File: config.mk
export PLATFORM = sky130hd
export DESIGN_NAME = offset_cmd_issuer
export DESIGN_NICKNAME = d
export VERILOG_FILES = /design/src/rtl/offset_cmd_issuer_pkg.sv /design/src/rtl/offset_cmd_issuer_credit.sv /design/src/rtl/offset_cmd_issuer.sv
export SDC_FILE = /design/constraint.sdc
export NUM_CORES = 1
export LEC_CHECK = 0
export CAP_MARGIN = 15
export CORE_MARGIN = 2
export CORE_UTILIZATION = 40
export CTS_CLUSTER_SIZE = 30
export DETAILED_ROUTE_END_ITERATION = 6
export PLACE_DENSITY = 0.68
export SLEW_MARGIN = 20
export SYNTH_ARGS = -nofsm -noshare
export SYNTH_HDL_FRONTEND = slang
export SYNTH_SLANG_ARGS = --single-unit
File: constraint.sdc
create_clock -name clock -period 4.15 [get_ports clock]
set_clock_uncertainty 0.1 [all_clocks]
set_input_delay 0.6225 -clock clock [delete_from_list [all_inputs] [get_ports clock]]
set_output_delay 0.6225 -clock clock [all_outputs]
set_load 0.05 [all_outputs]
File: src/rtl/offset_cmd_issuer_pkg.sv
// Shared definitions for the offset-driven command issuer: default widths,
// outstanding-counter width and the job FSM state type.
package offset_cmd_issuer_pkg;

  localparam int unsigned ADDR_W_DEF = 64;
  localparam int unsigned CNT_W_DEF  = 32;

  // 9 bits so that 255 outstanding plus one more cannot wrap.
  localparam int unsigned OUT_W = 9;

  typedef enum logic [1:0] {
    ST_IDLE,
    ST_ISSUE,
    ST_DRAIN,
    ST_DONE
  } state_e;

endpackage

File: src/rtl/offset_cmd_issuer_credit.sv
// credit_counter: tracks commands issued but not yet completed.
//   clock, reset : rising-edge clock, synchronous active-high reset
//   clear        : zero the count (new job)
//   inc, dec     : one issue / one completion this cycle
//   limit        : outstanding-command ceiling
//   count        : current outstanding count
//   below_limit  : count < limit
//   underflow    : dec requested while count is zero (completion dropped)
module credit_counter
  import offset_cmd_issuer_pkg::*;
(
  input  logic             clock,
  input  logic             reset,
  input  logic             clear,
  input  logic             inc,
  input  logic             dec,
  input  logic [7:0]       limit,
  output logic [OUT_W-1:0] count,
  output logic             below_limit,
  output logic             underflow
);

  logic dec_ok;

  assign dec_ok      = dec && (count != '0);
  assign underflow   = dec && (count == '0);
  assign below_limit = count < {1'b0, limit};

  always_ff @(posedge clock) begin
    if (reset || clear) begin
      count <= '0;
    end else begin
      case ({inc, dec_ok})
        2'b10:   count <= count + OUT_W'(1);
        2'b01:   count <= count - OUT_W'(1);
        default: count <= count;
      endcase
    end
  end

endmodule

File: src/rtl/offset_cmd_issuer.sv
// offset_cmd_issuer: issues io_total commands of io_len bytes at
// base + io_offset, keeping at most io_max_out outstanding, then waits for
// all completions and pulses io_done.
//   clock, reset           : rising-edge clock, synchronous active-high reset
//   io_start + job fields  : job request (base, total, len, max_out)
//   io_offset/io_offset_en : offset generator value and advance request
//   io_cmd_*               : command valid/ready handshake, addr, len
//   io_resp_valid          : one completion per asserted cycle
//   io_busy/done/err       : status; io_issued counts accepted commands
module offset_cmd_issuer
  import offset_cmd_issuer_pkg::*;
#(
  parameter int unsigned ADDR_W = ADDR_W_DEF,
  parameter int unsigned CNT_W  = CNT_W_DEF
) (
  input  logic              clock,
  input  logic              reset,
  input  logic              io_start,
  input  logic [ADDR_W-1:0] io_base_addr,
  input  logic [CNT_W-1:0]  io_total,
  input  logic [CNT_W-1:0]  io_len,
  input  logic [7:0]        io_max_out,
  input  logic [31:0]       io_offset,
  output logic              io_offset_en,
  output logic              io_cmd_valid,
  input  logic              io_cmd_ready,
  output logic [ADDR_W-1:0] io_cmd_addr,
  output logic [CNT_W-1:0]  io_cmd_len,
  input  logic              io_resp_valid,
  output logic              io_busy,
  output logic              io_done,
  output logic              io_err,
  output logic [CNT_W-1:0]  io_issued
);

  state_e            state_q, state_d;
  logic [ADDR_W-1:0] base_q;
  logic [CNT_W-1:0]  total_q, len_q, issued_q;
  logic [7:0]        max_q;
  logic              err_q;

  logic             start_ok, cmd_valid, fire, busy, done;
  logic [OUT_W-1:0] out_count;
  logic             below_limit, underflow;

  credit_counter u_credit (
    .clock       (clock),
    .reset       (reset),
    .clear       (start_ok),
    .inc         (fire),
    .dec         (io_resp_valid),
    .limit       (max_q),
    .count       (out_count),
    .below_limit (below_limit),
    .underflow   (underflow)
  );

  always_ff @(posedge clock) begin
    if (reset) state_q <= ST_IDLE;
    else       state_q <= state_d;
  end

  always_comb begin
    state_d   = state_q;
    start_ok  = 1'b0;
    cmd_valid = 1'b0;
    fire      = 1'b0;
    busy      = 1'b0;
    done      = 1'b0;
    case (state_q)
      ST_IDLE: begin
        if (io_start && !reset) begin
          start_ok = 1'b1;
          state_d  = (io_total == '0) ? ST_DONE : ST_ISSUE;
        end
      end
      ST_ISSUE: begin
        busy      = 1'b1;
        cmd_valid = below_limit && !reset;
        fire      = cmd_valid && io_cmd_ready;
        if (fire && (issued_q == total_q - CNT_W'(1))) state_d = ST_DRAIN;
      end
      ST_DRAIN: begin
        busy = 1'b1;
        // A response that retires the last outstanding command finishes now.
        if ((out_count == '0) || ((out_count == OUT_W'(1)) && io_resp_valid))
          state_d = ST_DONE;
      end
      ST_DONE: begin
        done    = 1'b1;
        state_d = ST_IDLE;
      end
      default: state_d = ST_IDLE;
    endcase
  end

  always_ff @(posedge clock) begin
    if (reset) begin
      base_q   <= '0;
      total_q  <= '0;
      len_q    <= '0;
      max_q    <= '0;
      issued_q <= '0;
      err_q    <= 1'b0;
    end else if (start_ok) begin
      base_q   <= io_base_addr;
      total_q  <= io_total;
      len_q    <= io_len;
      max_q    <= (io_max_out == '0) ? 8'd1 : io_max_out;
      issued_q <= '0;
      err_q    <= 1'b0;
    end else begin
      if (fire)      issued_q <= issued_q + CNT_W'(1);
      if (underflow) err_q    <= 1'b1;
    end
  end

  assign io_cmd_valid = cmd_valid;
  assign io_offset_en = fire;
  assign io_busy      = busy && !reset;
  assign io_done      = done && !reset;
  assign io_err       = err_q && !reset;
  assign io_issued    = reset ? '0 : issued_q;
  assign io_cmd_addr  = base_q + ADDR_W'(io_offset);
  assign io_cmd_len   = len_q;

endmodule
==> metrics.md <==
| Metric | Value |
|---|---|
| Met1 usage | 31.90% |
| Final setup violation count | 0 |
| Fmax achieved | 243.0 MHz |
| Dominant synthesized flop cell | dfxtp_1 |
| Slack of the critical path | 0.03455 ns |
| CTS tree | yes |
| HP Class | reg2reg |
| Max-cap violations | 0 |
| Average wire per standard cell | 17.42 um |
| Register area share after synthesis | 32.42% |
| Worst-margin pin slew | between 0.7 and 0.8 ns |
| Fillers | 2394 |
| First-pass GRT wire length | 57730 um |
| Layout cells sized above 1 | between 10% and 20% |
| Pre-CTS WS | -0.5723 ns |
| Cell Area, Placed | approximately 16000 sq um |
| Netlist cell types | 72 |
| Post-synthesis cell area | between 10000 and 15000 sq um |
| Crit path capture type | output pin |
| Final Hold Viols | 0 |
| Tcrit/Tclk final | about 100% |
| VDD IR max | 0.3519 mV |
| Gr busiest metal | met2 |
| WS Path Type | in2out |
| Drt total wl | 37810 um |
| Commonest non-fill, non-tap cell in the layout | nand2_1 |
| CTS sink cnt | 180 |
| 1st-iter DRT viols | 783 |
| Die ar. | slightly below 30000 sq um |
| Vias in the first global route | between 10000 and 15000 |
| Relative slew slack | 48.91% |
| Synth Register Bits | 180 |
| Rows | 61 |
| Root Driver | clkbuf_16 |
| Slew Viols, Final | 0 |
| Post-route design area | 16810 sq um |
| Clock Pin Slew Worst Setup and Hold Paths | 0.07 ns |
| Largest fanout on the critical path | 7 |
| Grt ovf | 0 |
| Met2 GRT Util | 42.33% |
| Pleak | 7.030 nW |
| Vias after detailed routing | 11510 |
| CORE AREA | 27550 sq um |
| Syn Inst Count | roughly 1500 |
| WHS | between 0.3 and 0.4 ns |
| Unrepaired setup endpoints after global routing | true |
| PwrDens | 518.2 nW/um^2 |
| CP Data Required Time | 3.43 ns |
| PortBufs | approximately 300 |
| Area Overhead vs Synth | 51.24% |
| DRT Pass-1 Iters | 5 |
| Initial Utilization | about two fifths |
| YS warnings | 0 |
| Clock H-tree levels | 4 |
| Fin util | 61.01% |
| Die width | 170.7 um |
| DIE HEIGHT | 170.7 um |
| Worst path arrival time | 3.39 ns |
| Tmin final | 4.115 ns |
| Clk Latency, worst-skew pair | 0.44 ns |
| DRC Markers | 0 |
| Largest net degree at the start of global routing | 178 |
| Vias per cell | 5.302 |
| Initial antenna violation count | 1 |
| Clock buffer depth | 2 |
| Syn nets | 1674 |
| Commonest non-fill, non-tap cells in the layout | 313 x nand2_1, 235 x clkdlybuf4s50_1, 179 x dfxtp_1 |
| Setup TNS | 0 ns |
| Final HPWL DP | 27510 um |
| Ys async rst share | 0% |
| Status | finished clean |
| Number of CTS-inserted buffers | 17 |
| Gr usage total | 24.86% |
| Fin nets | 2001 |
| CP startpoint kind | primary input |
| RePlAce Congestion | 0.9209 |
| EDFF count, synth | 0 |
| Routed Antenna Nets | 0 |
| M3 GR Usage | 4.118% |
| Syn_area_per_cell | 7.665 sq um |
| Ports | a little over 300 |
[cell type report]
class | count | area [sq um] | area share [%]
multi-input cells | 1150 | 7641 | 45.46
clock buffers | 17 | 425.4 | 2.531
inverters | 43 | 161.4 | 0.9602
clock inverters | 15 | 161.4 | 0.9602
well taps | 378 | 473.0 | 2.814
diodes | 2 | 5.005 | 0.02977
repair buffers | 385 | 4335 | 25.79
flip-flops and latches | 180 | 3607 | 21.46
[power breakdown]
| group | leakage [nW] | internal [mW] | total (mW) | switching [mW] |
|---|---|---|---|---|
| registers | 1.47 | 2.02 | 2.34 | 0.321 |
| clock network | 0.290 | 0.810 | 1.65 | 0.841 |
| logic | 5.27 | 2.05 | 4.72 | 2.66 |
[synthesized netlist by cell type (9+ instances only)]
master | count | area share, %
a21o_1 | 16 | 1.1
a21oi_1 | 64 | 2.9
and3_1 | 9 | 0.51
clkbuf_1 | 66 | 2.2
dfxtp_1 | 180 | 32
ha_1 | 50 | 5.6
inv_1 | 43 | 1.5
nand2_1 | 313 | 11
nand2b_1 | 9 | 0.51
nand3_1 | 38 | 1.7
nand3b_1 | 121 | 8.2
nand4_1 | 22 | 1.2
nor2_1 | 104 | 3.5
nor2b_1 | 36 | 2.0
nor3_1 | 31 | 1.4
nor4_1 | 21 | 1.2
o21ai_0 | 40 | 1.8
o31ai_1 | 20 | 1.4
or3_1 | 17 | 0.96
xnor2_1 | 60 | 4.7
xor2_1 | 66 | 5.2
[state kept, by name, indices dropped and copies added, names as in the netlist]
name,count
max_q,8
err_q,1
u_credit.count,9
io_cmd_len,32
state_q,2
total_q,32
issued_q,32
base_q,64
[what timing repair did]
action / CTS / global route
cloned: 1 / 0
pin swaps: 33 / 30
hold buffers: 0 / 0
buffers inserted: 7 / 5
gates resized for setup: 70 / 40
endpoints found under the hold margin: 0 / 0
endpoints found under the setup margin: 37 / 35
[metrics by stage]
| stage | total power [mW] | cells |
|---|---|---|
| 6_report | 8.711 | 2170 |
| 5_1_grt | 9.150 | 2169 |
| 4_1_cts | 8.659 | 2163 |
| 3_5_place_dp | 6.861 | 2129 |
| 3_3_place_gp | 6.816 | 2129 |
| 2_1_floorplan | 4.992 | 1450 |
[worst paths after layout]
check                          from           endpoint  slack, ns  cells after the start
setup / recovery       io_offset[8]    io_cmd_addr[52]       0.03                     13
hold / removal       io_cmd_len[24]     io_cmd_len[24]       0.37                      2
setup reg to reg  u_credit.count[2]  u_credit.count[6]       0.77                     12
hold reg to reg      io_cmd_len[24]     io_cmd_len[24]       0.37                      2
[kinds of logic after synthesis]
family                   share of synthesized area, %
AND/OR/NAND/NOR                                 35.04
AO/OA/AOI/OAI                                   12.11
flip-flops                                      32.42
XOR/XNOR                                        9.929
buffers and inverters                           4.210
adder cells (fa/ha/maj)                         5.809
multiplexers                                   0.4728
[per-layer routing]
metal,vias up,share of wire [%]
li1,5638,-
met1,5443,44
met2,357,48
met3,68,5.2
met4,0,2.9
met5,-,0
[worst max-delay path: stages]
cell and delay [ns]:
dlygate4sd2_1 0.23, ha_1 0.30, and3_4 0.20, a22o_1 0.19, or3_4 0.38, o21ai_2 0.21
a21oi_4 0.10, a31oi_4 0.23, o2bb2ai_4 0.20, buf_12 0.19, nor4_4 0.04, xnor2_1 0.20
bufbuf_16 0.30
Power figures use the tool's default switching activity.
